[src/rtl/board_move_engine_if.sv]
// Move request / response channel for board_move_engine.
// The master drives moves and the engine answers each accepted transfer.
interface board_move_engine_if #(
  parameter int CW = 2
) ();
  logic          move_valid;
  logic          move_ready;
  logic [CW-1:0] move_row;
  logic [CW-1:0] move_col;
  logic          move_player;
  logic          resp_valid;
  logic [2:0]    resp_code;

  modport master (
    output move_valid, move_row, move_col, move_player,
    input  move_ready, resp_valid, resp_code
  );

  modport slave (
    input  move_valid, move_row, move_col, move_player,
    output move_ready, resp_valid, resp_code
  );
endinterface

[src/rtl/board_move_engine.sv]
// N x N board move engine: validates moves, owns the board,
// tracks turn order and detects line wins or a draw.
module board_move_engine #(
  parameter int N   = 3,
  parameter int CW  = $clog2(N+1),
  parameter int MCW = $clog2(N*N+1)
) (
  input  logic               clk,
  input  logic               rst,
  board_move_engine_if.slave mv,
  output logic [2*N*N-1:0]   board_flat,
  output logic               turn,
  output logic [MCW-1:0]     move_count,
  output logic               game_over,
  output logic [1:0]         winner
);

  typedef enum logic [1:0] {
    IDLE,
    CHECK,
    JUDGE
  } state_t;

  localparam logic [2:0] C_ACCEPT = 3'd0;
  localparam logic [2:0] C_OOG    = 3'd1;
  localparam logic [2:0] C_TURN   = 3'd2;
  localparam logic [2:0] C_OCC    = 3'd3;
  localparam logic [2:0] C_OVER   = 3'd4;

  state_t           r_state;
  state_t           w_next;
  logic [CW-1:0]    r_row;
  logic [CW-1:0]    r_col;
  logic             r_player;
  logic [2*N*N-1:0] r_board;
  logic             r_turn;
  logic [MCW-1:0]   r_count;
  logic             r_over;
  logic [1:0]       r_winner;
  logic             r_resp_valid;
  logic [2:0]       r_resp_code;

  logic       w_ready;
  logic       w_xfer;
  logic       w_in_grid;
  logic [1:0] w_cell;
  logic [1:0] w_mark;
  logic [2:0] w_code;
  logic       w_line;
  logic       w_win;

  assign w_xfer = mv.move_valid & w_ready;
  assign w_mark = {1'b0, r_player};

  // Out-of-grid coordinates must never reach the cell select.
  always_comb begin
    w_in_grid = (r_row < CW'(N)) && (r_col < CW'(N));
    w_cell    = 2'd2;
    for (int r = 0; r < N; r++)
      for (int c = 0; c < N; c++)
        if (w_in_grid && r_row == CW'(r) && r_col == CW'(c))
          w_cell = r_board[2*(r*N+c) +: 2];
  end

  always_comb begin
    w_code = C_ACCEPT;
    if (r_over)
      w_code = C_OVER;
    else if (!w_in_grid)
      w_code = C_OOG;
    else if (r_player != r_turn)
      w_code = C_TURN;
    else if (w_cell != 2'd2)
      w_code = C_OCC;
  end

  always_comb begin
    w_win  = 1'b0;
    w_line = 1'b1;
    for (int r = 0; r < N; r++) begin
      w_line = 1'b1;
      for (int c = 0; c < N; c++)
        w_line &= (r_board[2*(r*N+c) +: 2] == w_mark);
      w_win |= w_line;
    end
    for (int c = 0; c < N; c++) begin
      w_line = 1'b1;
      for (int r = 0; r < N; r++)
        w_line &= (r_board[2*(r*N+c) +: 2] == w_mark);
      w_win |= w_line;
    end
    w_line = 1'b1;
    for (int i = 0; i < N; i++)
      w_line &= (r_board[2*(i*N+i) +: 2] == w_mark);
    w_win |= w_line;
    w_line = 1'b1;
    for (int i = 0; i < N; i++)
      w_line &= (r_board[2*(i*N+N-1-i) +: 2] == w_mark);
    w_win |= w_line;
  end

  always_ff @(posedge clk) begin
    if (rst) r_state <= IDLE;
    else     r_state <= w_next;
  end

  always_comb begin
    w_next  = r_state;
    w_ready = 1'b0;
    unique case (r_state)
      IDLE: begin
        w_ready = ~rst;
        if (w_xfer) w_next = CHECK;
      end
      CHECK:   w_next = (w_code == C_ACCEPT) ? JUDGE : IDLE;
      JUDGE:   w_next = IDLE;
      default: w_next = IDLE;
    endcase
  end

  always_ff @(posedge clk) begin
    if (rst) begin
      r_row        <= '0;
      r_col        <= '0;
      r_player     <= 1'b0;
      r_board      <= {N*N{2'd2}};
      r_turn       <= 1'b0;
      r_count      <= '0;
      r_over       <= 1'b0;
      r_winner     <= 2'd3;
      r_resp_valid <= 1'b0;
      r_resp_code  <= C_ACCEPT;
    end else begin
      r_resp_valid <= 1'b0;
      if (w_xfer) begin
        r_row    <= mv.move_row;
        r_col    <= mv.move_col;
        r_player <= mv.move_player;
      end
      if (r_state == CHECK) begin
        if (w_code != C_ACCEPT) begin
          r_resp_valid <= 1'b1;
          r_resp_code  <= w_code;
        end else begin
          for (int r = 0; r < N; r++)
            for (int c = 0; c < N; c++)
              if (r_row == CW'(r) && r_col == CW'(c))
                r_board[2*(r*N+c) +: 2] <= w_mark;
          r_count <= r_count + 1'b1;
        end
      end
      // A win on the final cell takes precedence over the draw.
      if (r_state == JUDGE) begin
        r_resp_valid <= 1'b1;
        r_resp_code  <= C_ACCEPT;
        if (w_win) begin
          r_over   <= 1'b1;
          r_winner <= w_mark;
        end else if (r_count == MCW'(N*N)) begin
          r_over   <= 1'b1;
          r_winner <= 2'd2;
        end else begin
          r_turn <= ~r_turn;
        end
      end
    end
  end

  assign mv.move_ready = w_ready;
  assign mv.resp_valid = r_resp_valid;
  assign mv.resp_code  = r_resp_code;
  assign board_flat    = r_board;
  assign turn          = r_turn;
  assign move_count    = r_count;
  assign game_over     = r_over;
  assign winner        = r_winner;

endmodule
[src/flat_wrapper.sv]
// flat-port wrapper written by rule: the top's interface ports become plain ports
module board_move_engine_flat 
#(
  parameter int N   = 3,
  parameter int CW  = $clog2(N+1),
  parameter int MCW = $clog2(N*N+1)
)
  (clk, rst, board_flat, turn, move_count, game_over, winner, mv_move_valid, mv_move_row, mv_move_col, mv_move_player, mv_move_ready, mv_resp_valid, mv_resp_code);
  board_move_engine_if #(.CW(CW)) mv_i ();
  input  logic clk;
  input  logic rst;
  output logic [2*N*N-1:0] board_flat;
  output logic turn;
  output logic [MCW-1:0] move_count;
  output logic game_over;
  output logic [1:0] winner;
  input wire logic [$bits(mv_i.move_valid)-1:0] mv_move_valid;
  input wire logic [$bits(mv_i.move_row)-1:0] mv_move_row;
  input wire logic [$bits(mv_i.move_col)-1:0] mv_move_col;
  input wire logic [$bits(mv_i.move_player)-1:0] mv_move_player;
  output wire logic [$bits(mv_i.move_ready)-1:0] mv_move_ready;
  output wire logic [$bits(mv_i.resp_valid)-1:0] mv_resp_valid;
  output wire logic [$bits(mv_i.resp_code)-1:0] mv_resp_code;
  assign mv_i.move_valid = mv_move_valid;
  assign mv_i.move_row = mv_move_row;
  assign mv_i.move_col = mv_move_col;
  assign mv_i.move_player = mv_move_player;
  assign mv_move_ready = mv_i.move_ready;
  assign mv_resp_valid = mv_i.resp_valid;
  assign mv_resp_code = mv_i.resp_code;
  board_move_engine #(.N(N), .CW(CW), .MCW(MCW)) u_core (.clk(clk), .rst(rst), .mv(mv_i), .board_flat(board_flat), .turn(turn), .move_count(move_count), .game_over(game_over), .winner(winner));
endmodule
[config.mk]
export PLATFORM = sky130hd
export DESIGN_NAME = board_move_engine_flat
export DESIGN_NICKNAME = d
export VERILOG_FILES = /design/src/rtl/board_move_engine_if.sv /design/src/rtl/board_move_engine.sv /design/src/flat_wrapper.sv
export SDC_FILE = /design/constraint.sdc
export NUM_CORES = 1
export LEC_CHECK = 0
export ABC_CLOCK_PERIOD_IN_PS = 3500
export BUFFER_PORTS_ARGS = -buffer_cell sky130_fd_sc_hd__buf_2
export CELL_PAD_IN_SITES_DETAIL_PLACEMENT = 0
export CELL_PAD_IN_SITES_GLOBAL_PLACEMENT = 1
export CORE_MARGIN = 8
export CORE_UTILIZATION = 43
export CTS_BUF_LIST = sky130_fd_sc_hd__clkbuf_4 sky130_fd_sc_hd__clkbuf_8 sky130_fd_sc_hd__clkbuf_16
export CTS_CLUSTER_DIAMETER = 50
export DETAILED_ROUTE_END_ITERATION = 6
export PLACE_DENSITY_LB_ADDON = 0.05
export SYNTH_ARGS = -nofsm -noshare
export SYNTH_HDL_FRONTEND = slang
export SYNTH_SLANG_ARGS = --single-unit
[constraint.sdc]
create_clock -name clk -period 3.5 [get_ports clk]
set_input_delay 0.35 -clock clk [delete_from_list [all_inputs] [get_ports clk]]
set_output_delay 0.35 -clock clk [all_outputs]
set_load 0.1 [all_outputs]
==> results.yml <==
worst_setup_path:
  path_buf_inv: 0
  slowest_stage: "dfxtp_1"
  worstSetupStartpointType: "flip-flop"
  cp_cell_sequence: "xnor2_1 -> nand2_1 -> a2111oi_2 -> o21ai_2 -> or3_1 -> a21oi_1"
  cp_data_arrival_time_ns: 2.85
  crit_family: "compound AO/OA/AOI/OAI gates"
  critPathKind: "flip-flop to flip-flop"
  cp_data_required_time_ns: 3.72
  worstPathMaxFanout: 22
  cp-end-kind: "flip-flop"
  slowest_delay_ns: 0.76
power_and_ir_drop:
  p_comb_frac: 0.160
  power_density_mw_per_mm2: 406
  switching_share: 0.294
  power.share.clock: 0.337
  vdd_ir_drop_max_mv: 0.247
  leakage_nw: 0.911
  p_int_uw: 635
  seqPwrFrac: 0.503
  switchingPower_uw: 264
detailed_routing:
  avgRoutedWirePerCell_um: 16.1
  ant_nets: 0
  vias: 1806
  vias_per_cell: 5.77
  drc: 0
  first_pass_iters: 4
  drt_iter0_drc: 107
  drt_wl_total_um: 5050
yosys:
  syn_nets: 239
  avgSynthCellArea_um2: 8.41
  yosysTopAreaCell: "dfxtp_1"
  ys_types: 48
  syn_area_mm2: 0.00193
  ys_ff_latch: 37
  syn_inst: 229
  netlist_top_cells_area: "dfxtp_1 38%, nand2b_1 4.5%, nor2_1 4.3%"
  synth_flop_cell: "dfxtp_1"
  ys_seq_area_frac: 0.384
  synth-edff-count: 0
  post-synth-top-area-fraction: 0.384
  async_flop_share: 0
  ys.warnings.count: 0
clocking:
  clkSlewWorstSetupHoldPaths_ns: 0.07
  cts_buffers: 5
  cts_tree: "done"
  htreeDepth: 2
  clk_latency_ns: 0.29
  cts_setup_buffers: 0
  cts.path.max_buffers: 2
  cts_root_buf: "clkbuf_8"
  hold_buffers: 0
  cts_sinks: 37
  cts_resized: 0
timing:
  fin_crit_sh: 0.752
  fmaxAchievable_mhz: 380
  fin_tns_setup_ns: 0
  tightest_slew_ns: 0.844
  maxSlewHeadroom: 0.437
  finalSetupViolations: 0
  layout_min_cycle_time_ns: 2.63
  final.setup_skew_ns: 0.00251
  rsz0062_at_grt: "false"
  final.hold.worst_slack_ns: 0.294
  slew_violations: 0
  setup_ws_ns: 0.868
  finalHoldViolations: 0
placed_design:
  pre_cts_slack_ns: 0.893
  gp_congestion: 0.812
  dpl.hpwl_um: 3640
  io_buffers: 38
cells_and_area:
  final.fill_count: 455
  area_delta_synth_final_pct: 15.0
  fin_util: 0.512
  drive_gt1_frac: 0.207
  multi_input_area_mm2: 0.00106
  fin_nets: 271
  num_antenna_cells: 0
  regArea_um2: 741
flow_run:
  cap_violations: 0
global_routing:
  antenna_found_initial: 0
  gr-usage-all-layers: 0.148
  grt_pass1_vias: 1721
  grt_max_degree: 40
  grt_pass1_wl_um: 8600
  gr-total-overflow: 0
floorplan:
  coreArea_mm2: 0.00432
  start_util: 0.446
  rows: 24
  die_h_um: 82.9
  die_w_um: 82.9
  io_pins: 39
  dieArea_mm2: 0.00688
hold_path:
  hold_class: "input port to flip-flop"
outcome:
  outcome: "finished clean"
[power by group through the flow]
stage               registers, mW  clock network (mW)  logic (mW)
detailed placement          0.462                   0       0.144
CTS                         0.452               0.315       0.145
global route                0.455               0.331       0.154
finish                      0.453               0.303       0.144
global placement            0.463                   0       0.145
floorplan                   0.496                   0      0.0833
[worst paths after layout]
| kind | startpoint | end | slack (ns) | cells after the start |
|---|---|---|---|---|
| setup / recovery | u_core.r_player$_SDFFE_PP0P_ | u_core.board_flat[12]$_SDFFE_PP0P_ | 0.87 | 6 |
| hold / removal | mv_move_player | u_core.r_player$_SDFFE_PP0P_ | 0.29 | 3 |
| setup reg to reg | u_core.r_player$_SDFFE_PP0P_ | u_core.board_flat[12]$_SDFFE_PP0P_ | 0.87 | 6 |
| hold reg to reg | u_core.mv.resp_code[0]$_SDFFE_PP0P_ | u_core.mv.resp_code[0]$_SDFFE_PP0P_ | 0.49 | 2 |
[per-stage QoR]
step                      area (um^2)  power [mW]  std cells
after floorplan                  1930       0.579        229
after global placement           2130       0.607        306
after detailed placement         2130       0.606        306
after CTS                        2220       0.912        313
after global routing             2220       0.940        313
final                            2220       0.899        313
[cell families after synthesis]
group | Yosys count | share of synthesized area
xor gates and xnor gates | 5 | 0.0227
AOI/OAI and AO/OA | 56 | 0.211
adders and majority gates | 2 | 0.0130
muxes | 5 | 0.0260
buffers and inverters | 30 | 0.0643
and+or+nand+nor | 94 | 0.279
DFF | 37 | 0.384
[layout by cell type (no fill, tap or decap), types with 6 or more instances in the layout]
| master | count |
|---|---|
| nand3_1 | 7 |
| clkbuf_8 | 6 |
| inv_1 | 16 |
| a211oi_1 | 7 |
| or3_1 | 7 |
| nor2_1 | 22 |
| nand2b_1 | 14 |
| o21ai_0 | 9 |
| nand2_1 | 7 |
| buf_2 | 38 |
| dfxtp_1 | 37 |
| a21oi_1 | 9 |
[synthesized netlist by cell type (2+ instances only)]
| master | n |
|---|---|
| a2111oi_0 | 4 |
| a211oi_1 | 7 |
| a21o_1 | 2 |
| a21oi_1 | 9 |
| a22oi_1 | 3 |
| a31oi_1 | 2 |
| and2_1 | 3 |
| buf_2 | 6 |
| clkbuf_1 | 7 |
| dfxtp_1 | 37 |
| ha_1 | 2 |
| inv_1 | 16 |
| mux2i_1 | 5 |
| nand2_1 | 7 |
| nand2b_1 | 14 |
| nand3_1 | 7 |
| nand3b_1 | 3 |
| nand4_1 | 5 |
| nor2_1 | 22 |
| nor2b_1 | 2 |
| nor3_1 | 5 |
| nor3b_1 | 2 |
| nor4_1 | 4 |
| o21ai_0 | 9 |
| o21ai_2 | 2 |
| o21bai_1 | 3 |
| o32ai_1 | 5 |
| or3_1 | 7 |
| or3b_2 | 3 |
| or4_1 | 5 |
| xor2_1 | 4 |
[per-layer routing]
metal | routed length [um] | share of wire | global-route usage
met5 | 0 | 0 | 0
met4 | 68 | 0.013 | 0.0527
met3 | 287 | 0.057 | 0.0518
met2 | 2310 | 0.46 | 0.231
met1 | 2390 | 0.47 | 0.183
[registers in the layout (all words and copies together), names as in the netlist]
name	cells
u_core.r_col	2
u_core.board_flat	18
u_core.mv.resp_code	3
u_core.winner	2
u_core.turn	1
u_core.r_state	2
u_core.r_player	1
u_core.move_count	4
u_core.mv.resp_valid	1
u_core.r_row	2
u_core.game_over	1
[cell type report]
type | instances | area share
Multi-Input combinational cell | 162 | 0.479
Sequential cell | 37 | 0.334
Timing Repair Buffer | 39 | 0.0892
Clock buffer | 7 | 0.0407
Tap cell | 52 | 0.0294
Inverter | 16 | 0.0271
[worst reg2reg max path: cells and delay by family (launching register included)]
| family | cells | cell delay (ns) |
|---|---|---|
| AND/OR/NAND/NOR | 2 | 0.59 |
| XOR/XNOR | 1 | 0.22 |
| AO/OA/AOI/OAI | 3 | 0.99 |
| flip-flops | 1 | 0.76 |
Note: power is estimated with default switching activity, not from simulation.
